--- config.mk ---
export PLATFORM = sky130hd
export DESIGN_NAME = gba_i2s_tx
export DESIGN_NICKNAME = d
export VERILOG_FILES = /design/src/rtl/gba_i2s_tx.sv
export SDC_FILE = /design/constraint.sdc
export NUM_CORES = 1
export LEC_CHECK = 0
export BUFFER_PORTS_ARGS = -buffer_cell sky130_fd_sc_hd__buf_2
export CAP_MARGIN = 20
export CORE_MARGIN = 2
export CORE_UTILIZATION = 25
export CTS_CLUSTER_SIZE = 16
export DETAILED_ROUTE_END_ITERATION = 10
export GPL_TIMING_DRIVEN = 1
export PLACE_DENSITY = 0.48
export SYNTH_ARGS = -nofsm -noshare
export SYNTH_HDL_FRONTEND = slang
export SYNTH_SLANG_ARGS = --single-unit
--- constraint.sdc ---
create_clock -name clock -period 4.5 [get_ports clock]
set_input_delay 1.35 -clock clock [delete_from_list [all_inputs] [get_ports clock]]
set_output_delay 1.35 -clock clock [all_outputs]
set_load 0.005 [all_outputs]
--- src/rtl/gba_i2s_tx.sv ---
// Philips I2S transmitter for the GBA stereo mix: one-entry holding buffer,
// BCLK divider, MSB-first slots with a one-bit delay, and a saturating underflow counter.
module gba_i2s_tx #(
    parameter int SAMPLE_WIDTH = 24,
    parameter int SLOT_BITS    = 32,
    parameter int BCLK_DIV     = 4,
    parameter int UF_WIDTH     = 16
) (
    input  logic                    clock,
    input  logic                    reset,
    input  logic                    enable,
    input  logic [SAMPLE_WIDTH-1:0] sample_l,
    input  logic [SAMPLE_WIDTH-1:0] sample_r,
    input  logic                    sample_valid,
    output logic                    sample_ready,
    output logic                    i2s_bclk,
    output logic                    i2s_lrck,
    output logic                    i2s_sdata,
    output logic                    frame_start,
    output logic [UF_WIDTH-1:0]     underflow_count
);
    localparam int FRAME = 2 * SLOT_BITS;
    localparam int BW    = $clog2(FRAME);
    localparam int DW    = (BCLK_DIV > 1) ? $clog2(BCLK_DIV) : 1;
    localparam logic [BW-1:0] LAST_BIT = BW'(FRAME - 1);

    logic [DW-1:0]           div_cnt;
    logic [BW-1:0]           bit_cnt;
    logic [SAMPLE_WIDTH-1:0] hold_l, hold_r, act_l, act_r;
    logic                    hold_full;

    logic                    div_tc, fall_tick, boundary, accept;
    logic [BW-1:0]           bit_nxt, slot_pos;
    logic                    in_right, sdata_nxt;
    logic [SAMPLE_WIDTH-1:0] hold_l_n, hold_r_n, act_l_n, act_r_n, chan, chan_sh;
    logic                    hold_full_n;
    logic [UF_WIDTH-1:0]     uf_n;

    assign div_tc    = (div_cnt == DW'(BCLK_DIV - 1));
    assign fall_tick = enable && div_tc && i2s_bclk;
    assign bit_nxt   = (bit_cnt == LAST_BIT) ? '0 : bit_cnt + BW'(1);
    assign boundary  = fall_tick && (bit_cnt == LAST_BIT);
    assign accept    = sample_valid && sample_ready;

    always_comb begin
        hold_l_n    = hold_l;
        hold_r_n    = hold_r;
        act_l_n     = act_l;
        act_r_n     = act_r;
        hold_full_n = hold_full;
        uf_n        = underflow_count;
        if (accept) begin
            hold_l_n    = sample_l;
            hold_r_n    = sample_r;
            hold_full_n = 1'b1;
        end
        if (boundary) begin
            if (hold_full) begin
                act_l_n     = hold_l;
                act_r_n     = hold_r;
                hold_full_n = 1'b0;
            end else if (accept) begin
                // Pair arriving on the boundary goes straight to the shifter.
                act_l_n     = sample_l;
                act_r_n     = sample_r;
                hold_full_n = 1'b0;
            end else if (underflow_count != '1) begin
                uf_n = underflow_count + UF_WIDTH'(1);
            end
        end
    end

    // Serial bit for the position being entered; uses next-frame data on the boundary.
    always_comb begin
        in_right  = (bit_nxt >= BW'(SLOT_BITS));
        slot_pos  = in_right ? bit_nxt - BW'(SLOT_BITS) : bit_nxt;
        chan      = in_right ? act_r_n : act_l_n;
        chan_sh   = chan << (slot_pos - BW'(1));
        sdata_nxt = 1'b0;
        if (slot_pos != '0 && slot_pos <= BW'(SAMPLE_WIDTH))
            sdata_nxt = chan_sh[SAMPLE_WIDTH-1];
    end

    always_ff @(posedge clock or posedge reset) begin
        if (reset) begin
            div_cnt         <= '0;
            bit_cnt         <= LAST_BIT;
            i2s_bclk        <= 1'b0;
            i2s_lrck        <= 1'b0;
            i2s_sdata       <= 1'b0;
            frame_start     <= 1'b0;
            underflow_count <= '0;
            sample_ready    <= 1'b1;
            hold_full       <= 1'b0;
            hold_l          <= '0;
            hold_r          <= '0;
            act_l           <= '0;
            act_r           <= '0;
        end else begin
            hold_l          <= hold_l_n;
            hold_r          <= hold_r_n;
            act_l           <= act_l_n;
            act_r           <= act_r_n;
            hold_full       <= hold_full_n;
            sample_ready    <= ~hold_full_n;
            underflow_count <= uf_n;
            frame_start     <= boundary;
            if (!enable) begin
                div_cnt   <= '0;
                bit_cnt   <= LAST_BIT;
                i2s_bclk  <= 1'b0;
                i2s_lrck  <= 1'b0;
                i2s_sdata <= 1'b0;
            end else begin
                div_cnt <= div_tc ? '0 : div_cnt + DW'(1);
                if (div_tc)
                    i2s_bclk <= ~i2s_bclk;
                if (fall_tick) begin
                    bit_cnt   <= bit_nxt;
                    i2s_lrck  <= in_right;
                    i2s_sdata <= sdata_nxt;
                end
            end
        end
    end
endmodule

==> results.cfg, run 1 <==
[run_status]
outcome = finished, final reports clean

[floorplan]
core_area_sq_mm = 0.0261
dieHeight_um = 167
die_x_um = 167
ios = 73
start_util_pct = 25.4
placementRows = 59
dieArea_sq_mm = 0.0278

[yosys]
yosys.cell_types.count = 61
synth_nets = 757
ys_ff_latch = 126
yosys_warnings = 0
ys_seq_area_share_pct = 47.7
syn_avg_cell_area_sq_um = 9.45
netlist_area_sq_mm = 0.00663
synth_cells = 701
synthArstFlopShare_pct = 100
ys.flop_type = dfrtp_1
synth_edf_count = 0

[detailed_routing]
firstDrtPassIters = 5
vias = 5628
routed_wl_um = 20300
drc = 0
routed_via_density = 5.10
ant_nets = 0
wl_per_cell_um = 18.4
drtIter0Drc = 414

[timing]
worst_pin_slew_ns = 0.974
fmax_mhz = 282
finalCritPeriodShare_pct = 78.9
maxSlewHeadroom_pct = 34.9
fin_crit_ns = 3.55
tns_ns = 0
worst_clock_skew_ns = 0.00758
rsz0062_at_grt = false
slew_violations = 0
hold_violations = 0
finalSetupViolations = 0

[cts]
holdBufCountCts = 0
cts_buffer_depth = 2
ctsResizeCount = 0
worst_skew_pair.late_latency_ns = 0.43
cts_sinks = 126
htreeDepth = 4
cts_tree = done
postCtsSetupBuffers = 0
clk_pin_slew_ns = 0.06
clock-root-buffer = clkbuf_16
cts_buffers = 17

[final_layout]
layoutNonFillerInstCount = 1104
fin_nets = 812
multi_input_area_sq_mm = 0.00294
final_common_cell = nand2_1
fin_area_sq_mm = 0.00785
final_cell_mix = nand2_1 (121), dfrtp_1 (119), buf_2 (72)
n_antenna_cell = 0
seqCellArea_sq_mm = 0.00316
area_growth_pct = 18.4
drive_gt1_share_pct = 19.9
fillers = 2773

[worst_setup_path]
r2r_start = bit_cnt[0]$_DFFE_PP1P_
crit_required_ns = 4.83
cp.arrival_ns = 3.88
crit_type = primary input to register
crit_slowest_cell = buf_4
start_kind = primary input
critPathCaptureType = register
crit_buf_inv = 2
crit_chain = buf_2, and3_1, buf_4, a31oi_1, a221oi_1, o221ai_1, o21a_1, a311oi_1, o31ai_1, a221oi_2
path_delay_family = compound AO/OA/AOI/OAI gates
cp_slowest_stage_delay_ns = 0.43
r2r-end = i2s_sdata$_DFFE_PP0P_
critPathMaxFanout = 34
r2r_slack_ns = 1.20
r2r_cells = 10

[placed_design]
place_hpwl_um = 13600
place_area_sq_mm = 0.00726
portBuffers = 72
numPlacedInstances = 1072
gp_congestion = 0.792

[power_and_ir_drop]
power_density_mw_per_mm2 = 473
power_leakage_nw = 3.76
ir_worst_vdd_uv = 236

[global_route]
use_met1_pct = 21.3
grt_util_met2_pct = 22.7
gr-total-overflow = 0
busiest_layer = met2
antenna_found_initial = 0
grt_pass1_wl_um = 32700
grt_max_degree = 101
track_usage_pct = 14.9
met3_usage_pct = 3.37
grt_pass1_vias = 5478

[min_path]
hold_class = register to register
min_to = div_cnt[0]$_DFF_PP0_
hold_depth = 1
min_from = div_cnt[0]$_DFF_PP0_

[flow_run]
max_cap_violations = 0
[cells in the mapped netlist (8+ instances only)]
master | n | share of area (%)
buf_2 | 21 | 1.6
nand4_1 | 8 | 0.76
o21ai_0 | 33 | 2.5
nor3_1 | 14 | 1.1
dfrtp_1 | 119 | 45
a21o_1 | 18 | 2.0
a221oi_2 | 8 | 1.8
a21oi_1 | 34 | 2.6
xor2_1 | 11 | 1.5
nor2_1 | 16 | 0.91
buf_6 | 13 | 2.2
o41ai_1 | 17 | 2.2
clkbuf_1 | 18 | 1.0
nand3_1 | 13 | 0.98
a221oi_1 | 12 | 1.6
o22ai_1 | 50 | 4.7
a31oi_1 | 26 | 2.5
xnor2_1 | 10 | 1.3
nand2_1 | 121 | 6.9
inv_1 | 38 | 2.2
[cell type report]
class / instances / area share [%]
inverters: 39 / 1.91
clock inverters: 11 / 1.80
repair buffers: 97 / 7.46
multi-input cells: 475 / 37.5
flip-flops and latches: 126 / 40.3
clock buffers: 21 / 5.74
well taps: 335 / 5.34
[cell families (layout without fill, tap and decap cells)]
group           count (synthesis)  after routing  synth area share (%)
fa+ha+maj                       4              4                 0.755
flops                         126            126                  47.7
simple gates                  208            208                  14.6
xor+xnor                       21             21                  2.78
buf+inv                       100            168                  8.04
compound gates                237            237                  25.3
mux                             5              5                 0.755
[sequential cells by signal, summed over array words and instances, names as in the netlist, 2 cells and up]
name / count
hold_r: 24
act_l: 24
underflow_count: 16
div_cnt: 2
act_r: 24
hold_l: 24
bit_cnt: 6
[worst reg2reg max path, stage by stage (launching register included)]
cell and delay (ns):
dfstp_2 0.41, ha_1 0.32, and3_1 0.20, buf_4 0.21
a21oi_1 0.63, nor2_1 0.34, o21ai_0 0.26, nor3_1 0.08
a311oi_1 0.39, o31ai_1 0.16, a221oi_2 0.23
[worst max-delay path by stage]
stage	from	to	slack (ns)	cells after the start
floorplan	sample_valid	i2s_sdata$_DFFE_PP0P_	1.48	10
global placement	enable	i2s_sdata$_DFFE_PP0P_	0.60	10
detailed placement	enable	i2s_sdata$_DFFE_PP0P_	0.58	10
CTS	enable	i2s_sdata$_DFFE_PP0P_	1.03	10
global route	enable	i2s_sdata$_DFFE_PP0P_	0.84	10
finish	enable	i2s_sdata$_DFFE_PP0P_	0.95	10
[metrics by stage]
stage / utilization, % / setup WS [ns] / power (mW) / hold WS [ns]
after floorplan: - / 1.48 / 2.08 / 0.414
after global placement: 27.8 / 0.599 / 2.30 / 0.422
after detailed placement: 27.8 / 0.585 / 2.31 / 0.434
after CTS: 30.1 / 1.03 / 3.75 / 0.438
after global routing: 30.1 / 0.838 / 3.93 / 0.446
final: 30.1 / 0.951 / 3.71 / 0.435
[layer usage]
| layer | wire, um | vias to the layer above |
|---|---|---|
| li1 | - | 2692 |
| met1 | 9800 | 2750 |
| met2 | 9230 | 164 |
| met3 | 1050 | 22 |
| met4 | 267 | 0 |
| met5 | 0 | - |
[power by group]
part / internal (mW) / switching, mW
Clock: 0.882 / 0.545
Sequential: 1.40 / 0.149
Combinational: 0.293 / 0.440
Power figures use the tool's default switching activity.
==> inputs of run 2 (changes only) <==
--- a/config.mk
+++ b/config.mk
@@ -12,7 +12,7 @@
 export CTS_CLUSTER_SIZE = 16
 export DETAILED_ROUTE_END_ITERATION = 10
 export GPL_TIMING_DRIVEN = 1
-export PLACE_DENSITY = 0.48
+export PLACE_DENSITY = 0.47
 export SYNTH_ARGS = -nofsm -noshare
 export SYNTH_HDL_FRONTEND = slang
 export SYNTH_SLANG_ARGS = --single-unit
==> constraint.sdc (replaced) <==
create_clock -name clock -period 3.7 [get_ports clock]
set_input_delay 1.11 -clock clock [delete_from_list [all_inputs] [get_ports clock]]
set_output_delay 1.11 -clock clock [all_outputs]
set_load 0.005 [all_outputs]
==> run 2 against run 1 <==
- clock skew shrank 0.00074 ns
- global-route usage is 0.17 points lower
- largest power group unchanged
- final cell count increased by 0.18%
- via count is 0.11% lower
- routed wire length fell by 1.9%
- sequential power up 22%
- total power grew 19%
- core utilization increased by 0.10 points
- combinational power is 21% higher
==> results.cfg, run 2 (synthesized netlist as in run 1, its figures left out) <==
[run_status]
outcome = finished, final reports clean

[global_route]
grt_pass1_wl_um = 32600
track_usage_pct = 14.7
grt_pass1_vias = 5503
grt_max_degree = 54
gr-total-overflow = 0
antenna_found_initial = 0

[floorplan]
die_x_um = 167
dieArea_sq_mm = 0.0278
dieHeight_um = 167
start_util_pct = 25.4
ios = 73
core_area_sq_mm = 0.0261
placementRows = 59

[final_layout]
area_growth_pct = 18.8
n_antenna_cell = 0
final_common_cell = nand2_1
fillers = 2731
fin_util_pct = 30.2
final_cell_mix = nand2_1 (121), dfrtp_1 (119), buf_2 (72)
drive_gt1_share_pct = 20.4
fin_nets = 814

[cts]
clock-root-buffer = clkbuf_16
holdBufCountCts = 0
clk_pin_slew_ns = 0.06
postCtsSetupBuffers = 0
cts_buffers = 17
worst_skew_pair.late_latency_ns = 0.42
cts_tree = done
cts_sinks = 126
cts_buffer_depth = 2
htreeDepth = 4
ctsResizeCount = 0

[detailed_routing]
vias = 5622
firstDrtPassIters = 5
routed_via_density = 5.08
routed_wl_um = 20000
drc = 0
wl_per_cell_um = 18.0
drtIter0Drc = 392
ant_nets = 0

[worst_setup_path]
cp.arrival_ns = 3.68
critPathCaptureType = register
r2r_start = bit_cnt[0]$_DFFE_PP1P_
cp_slowest_stage_delay_ns = 0.61
crit_type = register to register
crit_required_ns = 4.03
critPathMaxFanout = 12
r2r_slack_ns = 0.35
crit_chain = ha_1, and3_1, nand3_4, inv_2, buf_4, o22ai_1, a21oi_1, o221ai_1, and4_1, a221oi_2
path_delay_family = simple AND/OR/NAND/NOR gates
r2r-end = i2s_sdata$_DFFE_PP0P_
r2r_cells = 10
crit_slowest_cell = dfstp_2
crit_buf_inv = 2
start_kind = register

[placed_design]
portBuffers = 72
place_hpwl_um = 13300
gp_congestion = 0.793

[timing]
worst_pin_slew_ns = 0.787
worst_clock_skew_ns = 0.00683
slew_violations = 0
hold_violations = 0
fmax_mhz = 298
finalCritPeriodShare_pct = 90.6
rsz0062_at_grt = false
fin_crit_ns = 3.35
tns_ns = 0
finalSetupViolations = 0
maxSlewHeadroom_pct = 47.5

[min_path]
hold_class = register to register
hold_depth = 1
min_from = div_cnt[0]$_DFF_PP0_
min_to = div_cnt[0]$_DFF_PP0_

[power_and_ir_drop]
power_leakage_nw = 3.78
power_density_mw_per_mm2 = 559
ir_worst_vdd_uv = 273

[flow_run]
max_cap_violations = 0
-- run 2: layout make-up --
cell class	count	area (sq um)	area share [%]
flip-flops and latches	126	3160	40.1
clock buffers	20	457	5.80
repair buffers	99	633	8.04
well taps	335	419	5.32
inverters	39	150	1.91
multi-input cells	475	2940	37.3
clock inverters	12	114	1.45
-- run 2: metrics by stage --
stage | worst slack, ns | hold WS (ns) | total power [mW] | cells | instance area (sq um)
2_1_floorplan | 0.923 | 0.414 | 2.53 | 701 | 6630
3_3_place_gp | 0.0333 | 0.430 | 2.80 | 1073 | 7280
3_5_place_dp | 0.141 | 0.428 | 2.80 | 1074 | 7300
4_1_cts | 0.316 | 0.440 | 4.46 | 1106 | 7880
5_1_grt | 0.0875 | 0.463 | 4.68 | 1106 | 7880
6_report | 0.348 | 0.440 | 4.40 | 1106 | 7880
-- run 2: worst max-delay path by stage --
stage                                      start                    end  slack, ns  cells past startpoint
after global routing      bit_cnt[0]$_DFFE_PP1P_  i2s_sdata$_DFFE_PP0P_       0.09                     10
after global placement                    enable  i2s_sdata$_DFFE_PP0P_       0.03                      9
after floorplan                     sample_valid  i2s_sdata$_DFFE_PP0P_       0.92                     10
final                     bit_cnt[0]$_DFFE_PP1P_  i2s_sdata$_DFFE_PP0P_       0.35                     10
after detailed placement                  enable  i2s_sdata$_DFFE_PP0P_       0.14                     10
after CTS                 bit_cnt[0]$_DFFE_PP1P_  i2s_sdata$_DFFE_PP0P_       0.32                     10
-- run 2: where the power goes --
group	total, mW	switching (mW)	internal (mW)	leakage, nW
clock network	1.63	0.663	0.963	0.269
registers	1.89	0.182	1.71	1.64
logic	0.886	0.527	0.359	1.87
total	4.40	1.37	3.03	3.78
-- run 2: per-layer routing --
layer | routed length, um | vias up | global-route usage (%)
met1 | 9680 | 2734 | 21.8
met2 | 9040 | 174 | 22.1
li1 | - | 2701 | -
met5 | 0 | - | 0
met4 | 171 | 0 | 3.90
met3 | 1070 | 13 | 2.66
==> inputs of run 3 (changes only) <==
--- a/config.mk
+++ b/config.mk
@@ -12,7 +12,6 @@
 export CTS_CLUSTER_SIZE = 16
 export DETAILED_ROUTE_END_ITERATION = 10
 export GPL_TIMING_DRIVEN = 1
-export PLACE_DENSITY = 0.47
 export SYNTH_ARGS = -nofsm -noshare
 export SYNTH_HDL_FRONTEND = slang
 export SYNTH_SLANG_ARGS = --single-unit
==> run 3 against run 2 <==
- register-to-register slack better by 0.07 ns
- clock skew is 0.0035 ns higher
- core utilization is 0.17 points lower
- sequential power hardly changed
- clock power hardly changed
- cell area is 0.56% lower
- largest power group unchanged
==> results.cfg, run 3 (synthesized netlist as in run 1, its figures left out) <==
[run_status]
outcome = finished, final reports clean

[global_route]
track_usage_pct = 13.8
grt_pass1_vias = 5439
antenna_found_initial = 0
grt_pass1_wl_um = 31200
gr-total-overflow = 0
grt_max_degree = 127

[worst_setup_path]
critPathMaxFanout = 9
crit_required_ns = 4.00
cp.arrival_ns = 3.58
crit_type = register to register
start_kind = register
critPathCaptureType = register

[floorplan]
core_area_sq_mm = 0.0261
dieArea_sq_mm = 0.0278
ios = 73
start_util_pct = 25.4
dieHeight_um = 167
die_x_um = 167
placementRows = 59

[power_and_ir_drop]
seqPwrFrac_pct = 42.8
power_leakage_nw = 3.77
intPower_mw = 3.01
power_density_mw_per_mm2 = 562
pwr-share-comb_pct = 20.0
switchingPower_mw = 1.39
p_clk_share_pct = 37.3
ir_worst_vdd_uv = 286
switching_share_pct = 31.5

[cts]
clk_pin_slew_ns = 0.06
clock-root-buffer = clkbuf_16
cts_buffers = 17
holdBufCountCts = 0
htreeDepth = 4
worst_skew_pair.late_latency_ns = 0.42
cts_sinks = 126
postCtsSetupBuffers = 0
cts_tree = done
cts_buffer_depth = 2
ctsResizeCount = 0

[timing]
fin_crit_ns = 3.29
maxSlewHeadroom_pct = 44.0
worst_clock_skew_ns = 0.0104
fmax_mhz = 304
slew_violations = 0
finalCritPeriodShare_pct = 88.8
setup_slack_ns = 0.413
worst_pin_slew_ns = 0.835
tns_ns = 0
hold_violations = 0
finalSetupViolations = 0
rsz0062_at_grt = false

[detailed_routing]
firstDrtPassIters = 6
vias = 5574
wl_per_cell_um = 17.0
ant_nets = 0
dr.max_layer_used = met4
routed_wl_um = 18900
wl_met3_um = 1220
drc = 0
routed_via_density = 5.04
dr_wl_met2_um = 8360
drtIter0Drc = 492
m1WireLength_um = 9130

[placed_design]
pre_cts_ws_ns = 0.175
gp_congestion = 0.820
place_hpwl_um = 12500
portBuffers = 72

[flow_run]
max_cap_violations = 0

[final_layout]
area_growth_pct = 18.2
drive_gt1_share_pct = 20.5
n_antenna_cell = 0
final_cell_mix = nand2_1 (121), dfrtp_1 (119), buf_2 (72)
fin_nets = 815
final_common_cell = nand2_1
fillers = 2718
multi_input_area_sq_mm = 0.00293
seqCellArea_sq_mm = 0.00316

[min_path]
hold_class = register to register
## run 3: through the flow
stage	instances	util [%]	hold WS (ns)	power [mW]	cell area (sq um)
2_1_floorplan	701	-	0.414	2.53	6630
3_3_place_gp	1075	27.9	0.423	2.76	7260
3_5_place_dp	1075	27.9	0.433	2.78	7260
4_1_cts	1107	30.1	0.441	4.44	7830
5_1_grt	1107	30.1	0.463	4.68	7830
6_report	1107	30.1	0.442	4.40	7830
## run 3: area by class of cell
class / instances / area share, %
repair buffers: 100 / 7.61
inverters: 39 / 1.92
well taps: 335 / 5.35
multi-input cells: 475 / 37.5
flip-flops and latches: 126 / 40.4
clock inverters: 14 / 1.69
clock buffers: 18 / 5.61
## run 3: final timing paths
check	slack (ns)	start	endpoint	depth (start not counted)
min in group asynchronous	0.85	reset	hold_r[10]$_DFFE_PP0P_	3
min reg2reg	0.44	div_cnt[0]$_DFF_PP0_	div_cnt[0]$_DFF_PP0_	1
max in group asynchronous	2.27	reset	hold_r[17]$_DFFE_PP0P_	3
max	0.41	bit_cnt[0]$_DFFE_PP1P_	i2s_sdata$_DFFE_PP0P_	10
min	0.44	div_cnt[0]$_DFF_PP0_	div_cnt[0]$_DFF_PP0_	1
max reg2reg	0.41	bit_cnt[0]$_DFFE_PP1P_	i2s_sdata$_DFFE_PP0P_	10
## run 3: routing by layer
| metal | up-vias | global-route usage, % |
|---|---|---|
| met5 | - | 0 |
| met3 | 13 | 3.78 |
| li1 | 2695 | - |
| met4 | 0 | 2.89 |
| met1 | 2695 | 20.8 |
| met2 | 171 | 19.9 |
## run 3: critical path, cell delays in order (launching register included)
cell	delay (ns)
dfstp_2	0.59
ha_1	0.35
nand4_1	0.18
nor3_2	0.71
buf_4	0.33
a222oi_1	0.12
a211oi_1	0.24
a31oi_1	0.08
o21a_1	0.21
o31ai_1	0.25
a221oi_2	0.09
## run 3: power groups by stage
| stage | clock [mW] | sequential, mW | combinational (mW) |
|---|---|---|---|
| after global placement | 0 | 1.90 | 0.864 |
| after detailed placement | 0 | 1.90 | 0.878 |
| final | 1.64 | 1.88 | 0.878 |
| after CTS | 1.67 | 1.88 | 0.885 |
| after floorplan | 0 | 1.84 | 0.690 |
| after global routing | 1.73 | 1.93 | 1.01 |
